## config.mk

```make
export PLATFORM = sky130hd
export DESIGN_NAME = fifo_sync_param
export DESIGN_NICKNAME = d
export VERILOG_FILES = /design/src/rtl/fifo_pkg.sv /design/src/rtl/fifo_ram.sv /design/src/rtl/fifo_sync_param.sv
export SDC_FILE = /design/constraint.sdc
export NUM_CORES = 2
export LEC_CHECK = 0
export ABC_CLOCK_PERIOD_IN_PS = 10400
export BUFFER_PORTS_ARGS = -buffer_cell sky130_fd_sc_hd__buf_2
export CORE_MARGIN = 3
export CORE_UTILIZATION = 54
export DETAILED_ROUTE_END_ITERATION = 8
export PLACE_DENSITY = 0.78
export SLEW_MARGIN = 40
export SYNTH_ARGS = -nofsm -noshare
export SYNTH_HDL_FRONTEND = slang
export SYNTH_HIERARCHICAL = 1
export SYNTH_SLANG_ARGS = --single-unit
export TNS_END_PERCENT = 10
```

## constraint.sdc

```tcl
create_clock -name clk -period 10.4 [get_ports clk]
set_clock_uncertainty 0.05 [all_clocks]
set_input_delay 1.56 -clock clk [delete_from_list [all_inputs] [get_ports clk]]
set_output_delay 1.56 -clock clk [all_outputs]
set_load 0.1 [all_outputs]
```

## src/rtl/fifo_pkg.sv

```systemverilog
// Shared defaults and pointer-flag helper for the synchronous FIFO.
package fifo_pkg;

  localparam int unsigned DefWidth       = 8;
  localparam int unsigned DefDepthLog2   = 9;
  // almost_full sits this many entries below capacity by default
  localparam int unsigned DefAfullMargin = 16;
  localparam int unsigned DefAemptyLevel = 16;

  typedef struct packed {
    logic full;
    logic empty;
  } ptr_flags_t;

  // Pointers carry one wrap bit above the address bits (aw = address width).
  // Equal pointers mean empty; equal address bits with differing wrap bits mean full.
  function automatic ptr_flags_t ptr_flags(input logic [31:0] wr_ptr, input logic [31:0] rd_ptr,
                                           input int unsigned aw);
    logic [31:0] lo_mask;
    logic [31:0] wrap_bit;
    logic [31:0] diff;
    ptr_flags_t  flags;
    wrap_bit    = 32'd1 << aw;
    lo_mask     = wrap_bit - 32'd1;
    diff        = wr_ptr ^ rd_ptr;
    flags.empty = ((diff & (lo_mask | wrap_bit)) == 32'd0);
    flags.full  = ((diff & lo_mask) == 32'd0) && ((diff & wrap_bit) != 32'd0);
    return flags;
  endfunction

endpackage

```

## src/rtl/fifo_ram.sv

```systemverilog
// Simple dual-port storage: one write port, one registered read port, no reset,
// so that synthesis can map it onto block RAM.
module fifo_ram #(
  parameter int unsigned WIDTH  = 8,
  parameter int unsigned ADDR_W = 4
) (
  input  logic              clk_i,
  input  logic              we_i,
  input  logic [ADDR_W-1:0] waddr_i,
  input  logic [WIDTH-1:0]  wdata_i,
  input  logic              re_i,
  input  logic [ADDR_W-1:0] raddr_i,
  output logic [WIDTH-1:0]  rdata_o
);

  localparam int unsigned Depth = 1 << ADDR_W;

  logic [WIDTH-1:0] mem_q [Depth];
  logic [WIDTH-1:0] rdata_q;

  // Write port and registered read port; read data holds while re_i is low.
  always_ff @(posedge clk_i) begin
    if (we_i) begin
      mem_q[waddr_i] <= wdata_i;
    end
    if (re_i) begin
      rdata_q <= mem_q[raddr_i];
    end
  end

  assign rdata_o = rdata_q;

endmodule

```

## src/rtl/fifo_sync_param.sv

```systemverilog
// Parameterised synchronous FIFO with registered occupancy flags and sticky
// overflow/underflow. push/pop requests (wr, rd) are active-low.
// Define FIFO_SYNC_PARAM_FWFT_EN for first-word-fall-through reads; otherwise an
// accepted pop loads rd_data at that edge.
module fifo_sync_param
  import fifo_pkg::*;
#(
  parameter int unsigned WIDTH        = DefWidth,
  parameter int unsigned DEPTH_LOG2   = DefDepthLog2,
  parameter int unsigned AFULL_LEVEL  = (1 << DEPTH_LOG2) - DefAfullMargin,
  parameter int unsigned AEMPTY_LEVEL = DefAemptyLevel
) (
  input  logic                  clk,
  input  logic                  nrst,
  output logic                  not_empty,
  input  logic                  rd,
  output logic [WIDTH-1:0]      rd_data,
  output logic                  not_full,
  input  logic                  wr,
  input  logic [WIDTH-1:0]      wr_data,
  output logic [DEPTH_LOG2:0]   level,
  output logic                  almost_full,
  output logic                  almost_empty,
  output logic                  overflow,
  output logic                  underflow
);

  localparam int unsigned PtrW  = DEPTH_LOG2 + 1;
  localparam int unsigned Depth = 1 << DEPTH_LOG2;

  logic [PtrW-1:0]  wr_ptr_q, wr_ptr_d;
  logic [PtrW-1:0]  rd_ptr_q, rd_ptr_d;
  logic [PtrW-1:0]  level_q, level_d;
  logic             not_empty_q, not_empty_d;
  logic             not_full_q, not_full_d;
  logic             almost_full_q, almost_full_d;
  logic             almost_empty_q, almost_empty_d;
  logic             overflow_q, overflow_d;
  logic             underflow_q, underflow_d;

  logic             push_acc, pop_acc;
  logic             ram_we, ram_re;
  logic [WIDTH-1:0] ram_rdata;
  ptr_flags_t       cur_flags;

`ifdef FIFO_SYNC_PARAM_FWFT_EN
  // mid stage = RAM read register; output stage = out_q, valid when not_empty_q
  logic             mid_valid_q, mid_valid_d;
  logic [WIDTH-1:0] out_q, out_d;
  logic             move;
`else
  // rd_data reads as zero until the first pop after reset loads the RAM register
  logic             rd_loaded_q, rd_loaded_d;
  ptr_flags_t       nxt_flags;
`endif

  fifo_ram #(
    .WIDTH  (WIDTH),
    .ADDR_W (DEPTH_LOG2)
  ) u_ram (
    .clk_i   (clk),
    .we_i    (ram_we),
    .waddr_i (wr_ptr_q[DEPTH_LOG2-1:0]),
    .wdata_i (wr_data),
    .re_i    (ram_re),
    .raddr_i (rd_ptr_q[DEPTH_LOG2-1:0]),
    .rdata_o (ram_rdata)
  );

  // Acceptance from pre-edge flags, next pointers, occupancy and flag values.
  always_comb begin
    push_acc  = !wr && not_full_q;
    pop_acc   = !rd && not_empty_q;
    cur_flags = ptr_flags(32'(wr_ptr_q), 32'(rd_ptr_q), DEPTH_LOG2);
    // RAM-full guard is redundant with not_full_q but keeps storage uncorruptible
    ram_we    = push_acc && !cur_flags.full;
    wr_ptr_d  = wr_ptr_q + PtrW'(ram_we);

`ifdef FIFO_SYNC_PARAM_FWFT_EN
    move        = mid_valid_q && (!not_empty_q || pop_acc);
    // Prefetch from RAM whenever it holds data and the mid stage is free or draining
    ram_re      = !cur_flags.empty && (!mid_valid_q || move);
    rd_ptr_d    = rd_ptr_q + PtrW'(ram_re);
    mid_valid_d = ram_re || (mid_valid_q && !move);
    not_empty_d = move || (not_empty_q && !pop_acc);
    out_d       = move ? ram_rdata : out_q;
    // Occupancy includes entries in flight and in the output stage
    level_d     = level_q + PtrW'(ram_we) - PtrW'(pop_acc);
    not_full_d  = (32'(level_d) != Depth);
`else
    ram_re      = pop_acc && !cur_flags.empty;
    rd_ptr_d    = rd_ptr_q + PtrW'(ram_re);
    nxt_flags   = ptr_flags(32'(wr_ptr_d), 32'(rd_ptr_d), DEPTH_LOG2);
    level_d     = wr_ptr_d - rd_ptr_d;
    not_empty_d = !nxt_flags.empty;
    not_full_d  = !nxt_flags.full;
    rd_loaded_d = rd_loaded_q | ram_re;
`endif

    almost_full_d  = (32'(level_d) >= AFULL_LEVEL);
    almost_empty_d = (32'(level_d) <= AEMPTY_LEVEL);
    overflow_d     = overflow_q | (!wr && !not_full_q);
    underflow_d    = underflow_q | (!rd && !not_empty_q);
  end

  // All pointer and flag state, with synchronous active-low reset taking priority.
  always_ff @(posedge clk) begin
    if (!nrst) begin
      wr_ptr_q       <= '0;
      rd_ptr_q       <= '0;
      level_q        <= '0;
      not_empty_q    <= 1'b0;
      not_full_q     <= 1'b1;
      almost_full_q  <= 1'b0;
      almost_empty_q <= 1'b1;
      overflow_q     <= 1'b0;
      underflow_q    <= 1'b0;
`ifdef FIFO_SYNC_PARAM_FWFT_EN
      mid_valid_q    <= 1'b0;
      out_q          <= '0;
`else
      rd_loaded_q    <= 1'b0;
`endif
    end else begin
      wr_ptr_q       <= wr_ptr_d;
      rd_ptr_q       <= rd_ptr_d;
      level_q        <= level_d;
      not_empty_q    <= not_empty_d;
      not_full_q     <= not_full_d;
      almost_full_q  <= almost_full_d;
      almost_empty_q <= almost_empty_d;
      overflow_q     <= overflow_d;
      underflow_q    <= underflow_d;
`ifdef FIFO_SYNC_PARAM_FWFT_EN
      mid_valid_q    <= mid_valid_d;
      out_q          <= out_d;
`else
      rd_loaded_q    <= rd_loaded_d;
`endif
    end
  end

`ifdef FIFO_SYNC_PARAM_FWFT_EN
  assign rd_data = out_q;
`else
  assign rd_data = rd_loaded_q ? ram_rdata : '0;
`endif

  assign level        = level_q;
  assign not_empty    = not_empty_q;
  assign not_full     = not_full_q;
  assign almost_full  = almost_full_q;
  assign almost_empty = almost_empty_q;
  assign overflow     = overflow_q;
  assign underflow    = underflow_q;

endmodule

```

# Yosys cells after proc, flatten, opt, wreduce, memory -nomap -nowiden
# Memory sizes are Yosys's and may differ from the RTL's. A register that Yosys moved wholly into a read port is not among the register bits.
# Cells that the tools add are included.
# word_totals
ramBits,4096
word_cells,44
regBits,37
in_bits,12
output_inout_bits,24
mem_count,1
# op_classes
bitwise,5
reduce_logical,20
magnitude_cmp,2
mux,3
n_addsub,3
# mem_list
memory,depth,word_bits,read_ports,rd_clocked_by_memory_dff,wr,line_no,source
u_ram.mem_q,512,8,1,1,1,fifo_ram.sv:18,logic [WIDTH-1:0] mem_q [Depth];
# op_table
operator,n
32-bit zero test,4
10-bit by 1-bit adder with 10-bit output,2
10-bit bitwise XOR,2
10-bit by 9-bit >= comparator with 1-bit output (second input constant),1
10-bit by 5-bit <= comparator with 1-bit output (second input constant),1
10-bit subtractor,1
1-bit logical AND,8
1-bit zero test,8
8-bit two-way mux,1
1-bit bitwise OR,3
1-bit two-way mux,2

# Logic depth before layout (Yosys ltp)
# depth
depth_word,10
ltp_mapped,18
depth_no_buf,17

# Cells and area by module
# The synthesis kept the hierarchy.
# modules_own_cells
module,cells_per_inst,n_inst,area_per_inst_um2
fifo_ram,8030,1,160007.2
fifo_sync_param,229,1,2019.4

# Least setup slack after synthesis
# OpenSTA, ideal clock, no wires.
# synth_path
kind,input port to flip-flop
from,in rd
to,"reg almost_full_q, in the netlist almost_full"
path_stages,14
setup_ns,0.117
n_path_buf,0
path_slack_ns,5.693
arrival_time_ns,4.540
cell_sequence,nand2b_1 -> a21oi_1 -> ha_1 -> ha_1 -> nand2_1 -> xor2_1 -> ha_1 -> a21o_1 -> or3b_2 -> nand3_1 -> a21oi_1 -> o311ai_0 -> nor4bb_1 -> a22o_2
# synth_between
elab_chain_cells,6
# synth_rtl
element,line_no,source
from (decl),fifo_sync_param.sv:16,"input logic rd,"
1-bit zero test,fifo_sync_param.sv:73,pop_acc = !rd && not_empty_q;
1-bit logical AND,fifo_sync_param.sv:73,
1-bit logical AND,fifo_sync_param.sv:91,ram_re = pop_acc && !cur_flags.empty;
via ram_re,fifo_sync_param.sv:42,"logic ram_we, ram_re;"
10-bit by 1-bit adder with 10-bit output,fifo_sync_param.sv:92,rd_ptr_d = rd_ptr_q + PtrW'(ram_re);
10-bit subtractor,fifo_sync_param.sv:94,level_d = wr_ptr_d - rd_ptr_d;
10-bit by 9-bit >= comparator with 1-bit output,fifo_sync_param.sv:100,almost_full_d = (32'(level_d) >= AFULL_LEVEL);
to (signal assigned),fifo_sync_param.sv:130,almost_full_q <= almost_full_d;
to (decl),fifo_sync_param.sv:36,"logic almost_full_q, almost_full_d;"
# The timed path passes the listed nets, and every way through them passes these cells.
# A chain may end at the register's enable or synchronous reset.

# Worst setup path after layout
# layout_path
from,reg rd_ptr_q[1]
to,"reg almost_full_q, in the netlist almost_full"
# layout_between
elab_cells_between_ends,12
# layout_rtl
element,line_no,source
from (decl),fifo_sync_param.sv:32,"logic [PtrW-1:0] rd_ptr_q, rd_ptr_d;"
from (signal assigned),fifo_sync_param.sv:126,rd_ptr_q <= rd_ptr_d;
10-bit bitwise XOR,fifo_pkg.sv:25,diff = wr_ptr ^ rd_ptr;
32-bit zero test,fifo_pkg.sv:26,flags.empty = ((diff & (lo_mask | wrap_bit)) == 32'd0);
1-bit zero test,fifo_sync_param.sv:91,
1-bit logical AND,fifo_sync_param.sv:91,
via ram_re,fifo_sync_param.sv:42,
10-bit by 1-bit adder with 10-bit output,fifo_sync_param.sv:92,
10-bit subtractor,fifo_sync_param.sv:94,
10-bit by 9-bit >= comparator with 1-bit output,fifo_sync_param.sv:100,
# The timed path passes the listed nets, and every way through them passes these cells.

==> results.md <==
- The maximum fanout encountered on the critical timing path is 105.
- Input and output buffers added on the ports amount to 35.
- The global-route usage over all layers is 0.267.
- The number of nets in the layout is 8354.
- In this run, synthesis produced a sequential element count of between 4000 and 5000.
- At the later pin of the worst-skew pair, clock insertion delay measures approximately 0.94 ns.
- After synthesis, the cell types taking the most area are edfxtp_1, mux4_2, mux2i_1.
- The floorplan has 200 rows.
- The area share of the largest cell type after synthesis is 0.761.
- In the final layout, the share of cells above drive strength 1 is 0.188.
- The worst supply voltage drop on vdd is 0.141 mV.
- CTS saw 4141 sinks.
- The achievable frequency is 0.179 GHz.
- The net count of the mapped netlist is slightly above 8000.
- The worst pin sits at a relative slew slack of 0.254.
- The number of cells traversed by the worst register-to-register path is 18.
- The initial antenna violation count came to 16.
- Compared with the post-synthesis result, the final layout area differs by 11.4%.
- The arrival time at the worst endpoint is 6.35 ns.
- The leakage power figure is roughly 53 nW.
- The distinct cell type count of the synthesized netlist is 68.
- Summed over all nets, the half-perimeter wirelength after detailed placement is 241000 um.
- Of the synthesized area, sequential elements account for 0.765.
- In this run, placement finished with an instance count of around 12000.
- The cell depth of the worst min-delay path is 2.
- The clock tree from TritonCTS is built.
- Entering global routing, the biggest net connects 193 pins.
- The final-report max-slew violation count came to 0.
- In the finished design, the share of the clock period the worst path needs comes to 0.536.
- After detailed routing, the average wire length per cell comes to 33.1 um.
- After routing, the total negative slack on setup checks comes to 0 ns.
- The worst path meets setup with ~4.8 ns of slack.
- Dividing the synthesized area by the synthesized cell count gives about 20 sq um.
- The power density over the cells is 192 mW/mm^2.
- The layout has 19500 filler cells.
- For the pin with the worst max-slew slack, the measured transition is around 1.1 ns.
- The startpoint of the worst hold path is underflow$_SDFF_PN0_.
- Leaving out fill and tap cells, the most frequent cell in the layout is edfxtp_1.
- In this run the vertical extent of the chip is 554 um.
- The pre-antenna-repair detailed-routing pass consisted of 9 iterations.
- The number of clock buffers inserted by TritonCTS is 401.
- The hold violation total from the final report is 0.
- The die covers 0.307 sq mm.
- The synthesized instance count is 8259.
- edfxtp_1 takes more of the synthesized area than any other cell.
- The end of the worst register-to-register path is almost_full$_SDFF_PN0_.
- The post-CTS setup buffer count is 0.
- The CTS clock-pin slew for the worst setup and hold paths is about 0.060 ns.
- For this block, the initial DRC count from the detailed router was 13400.
- In the synthesized netlist the async set-or-reset flop fraction comes to 0.
- The run finished, with violations left.
- Across the run, the number of max-cap violations was 0.
- The post-cts sizing count is 0.
- Routability-driven placement finished with a final weighted congestion of 0.963.
- The longest clock path from root to sink contains 4 buffers.
- The critical register-to-register path startpoint is rd_ptr_q[1]$_SDFF_PN0_.
- The category of the critical setup timing path is reg -> reg.
- The detail route stage leaves a number of antenna-violating nets equal to 0.
- During I/O placement, the number of pins put on the boundary was 36.
- The final reports fail on design-rule violations.
- The Yosys warning count is 6.
- At the placement stage, the worst setup path has a slack of 4.87 ns.
- The overall overflow remaining after global route is 0.
- The die is 554 um wide.
- The H-tree level count is 5.
- The via count of the first global-routing pass is 85400.
- Summing every instance area after synthesis gives 0.162 sq mm.
- The worst setup path is captured at a flip-flop.
- Buffers inserted to repair hold after CTS numbered 0.
- The root buffer cell chosen for the clock tree is clkbuf_16.
- The endpoint required time on the critical path is 11.18 ns.
- The type of origin of the critical path is a flip-flop.
- The most instantiated flip-flop cell in the synthesis netlist is edfxtp_1.
- The total wire length is 418000 um.
- Setup violations remaining at the end of the flow were counted as 0.
- The number of vias per cell after detailed routing is 6.86.
- Setup repair after global routing left no endpoint under its margin.
- The end of the worst hold path is underflow$_SDFF_PN0_.
- The count of non-filler cells in the finished layout is between 10000 and 15000.
- The internal reg-to-reg setup slack is 4.83 ns.
- In this run the worst setup path begins at rd_ptr_q[1]$_SDFF_PN0_.
- The design draws about 35 mW.
- The routed layout has 86500 vias.
- For this configuration, the core starts out at a cell density of 0.544.
- The first global-routing pass estimated 602000 um of wire.
- Counting flops with a built-in enable in the synthesized netlist gives roughly 4100.
- The placeable core region is 0.298 sq mm.
- The final routed DRC violation total is 1.
- Leaving out fill and tap cells, the most frequent cells in the layout are edfxtp_1, mux2i_1, mux4_2.
- The worst hold path belongs to the class reg -> reg.
- The clock period minus worst slack is about 5.6 ns.
## sequential cells by signal, summed over array words and instances, names as in the netlist
name           flops
not_empty          1
almost_full        1
underflow          1
overflow           1
almost_empty       1
u_ram/rdata_o      8
rd_ptr_q          10
wr_ptr_q          10
not_full           1
level             10
rd_loaded_q        1
u_ram/mem_q     4096
## where the power goes
group / total [mW] / switching [mW] / internal, mW
sequential: 18.4 / 0.0142 / 18.4
combinational: 1.46 / 0.937 / 0.524
clock: 14.8 / 6.23 / 8.60
## cell usage after synthesis (all sizes together) (17+ instances only)
library cell  count
nand2           121
a211oi           17
o221ai          372
dfxtp            37
mux2i           797
nor2            628
nand3            49
xnor2            19
buf             249
mux4            654
o22ai           163
nor4             38
a21oi           201
nor3            111
nand4            38
a22oi            61
clkbuf          269
and2             42
edfxtp         4104
o21ai           124
## metrics by stage
stage	hold slack (ns)	utilization	area, sq um
3_3_place_gp	0.397	0.556	166000
5_1_grt	0.463	0.606	180000
6_report	0.423	0.606	180000
3_5_place_dp	0.406	0.558	166000
2_1_floorplan	0.462	-	162000
4_1_cts	0.423	0.604	180000
## worst max path at each step
stage / to / slack [ns] / depth (start not counted)
2_1_floorplan: almost_full$_SDFF_PN0_ / 5.69 / 14
3_3_place_gp: u_ram/rdata_o[3]$_DFFE_PP_ / 4.54 / 8
3_5_place_dp: u_ram/rdata_o[4]$_DFFE_PP_ / 4.87 / 10
4_1_cts: u_ram/rdata_o[4]$_DFFE_PP_ / 4.83 / 10
5_1_grt: almost_full$_SDFF_PN0_ / 4.61 / 19
6_report: almost_full$_SDFF_PN0_ / 4.83 / 18
## layer usage
| layer | GRT usage | vias up | wire length (um) |
|---|---|---|---|
| met1 | 0.356 | 44400 | 145000 |
| met3 | 0.0687 | 1224 | 53300 |
| met4 | 0.128 | 20 | 22500 |
| li1 | - | 34400 | - |
| met5 | 0 | - | 137 |
| met2 | 0.414 | 6574 | 197000 |
## worst max-delay path, cell delays in order, from the launching register on
cell      delay, ns
dfxtp_4        0.55
buf_12         0.30
buf_12         0.51
xnor2_1        0.19
nand4_1        0.11
nor4_1         0.56
a21oi_4        0.33
ha_1           0.37
ha_1           0.21
nand2_1        0.08
xor2_1         0.25
ha_1           0.36
a21o_1         0.24
or3b_2         0.48
nand3_1        0.13
a21oi_1        0.06
o311ai_0       0.20
nor4bb_1       0.13
a22o_2         0.23
## area by class of cell
type,count,area (sq um),share of cell area
flip-flops and latches,4141,124000,0.687
multi-input cells,3587,35700,0.198
clock buffers,466,10400,0.0577
well taps,3939,4930,0.0273
clock inverters,277,3100,0.0172
repair buffers,183,2210,0.0123
inverters,13,56.3,0.000312
diodes,14,35.0,0.000194
## cell families (layout without fill, tap and decap cells)
| kind of cell | Yosys count | count (layout) | synth area share |
|---|---|---|---|
| XOR/XNOR | 33 | 33 | 0.00178 |
| AO/OA/AOI/OAI | 1009 | 1009 | 0.0439 |
| AND/OR/NAND/NOR | 1079 | 1079 | 0.0292 |
| multiplexers | 1451 | 1451 | 0.140 |
| buffers and inverters | 531 | 939 | 0.0186 |
| adder cells (fa/ha/maj) | 15 | 15 | 0.00120 |
| other | 0 | 14 | 0 |
| flip-flops | 4141 | 4141 | 0.765 |
Power figures use the tool's default switching activity.
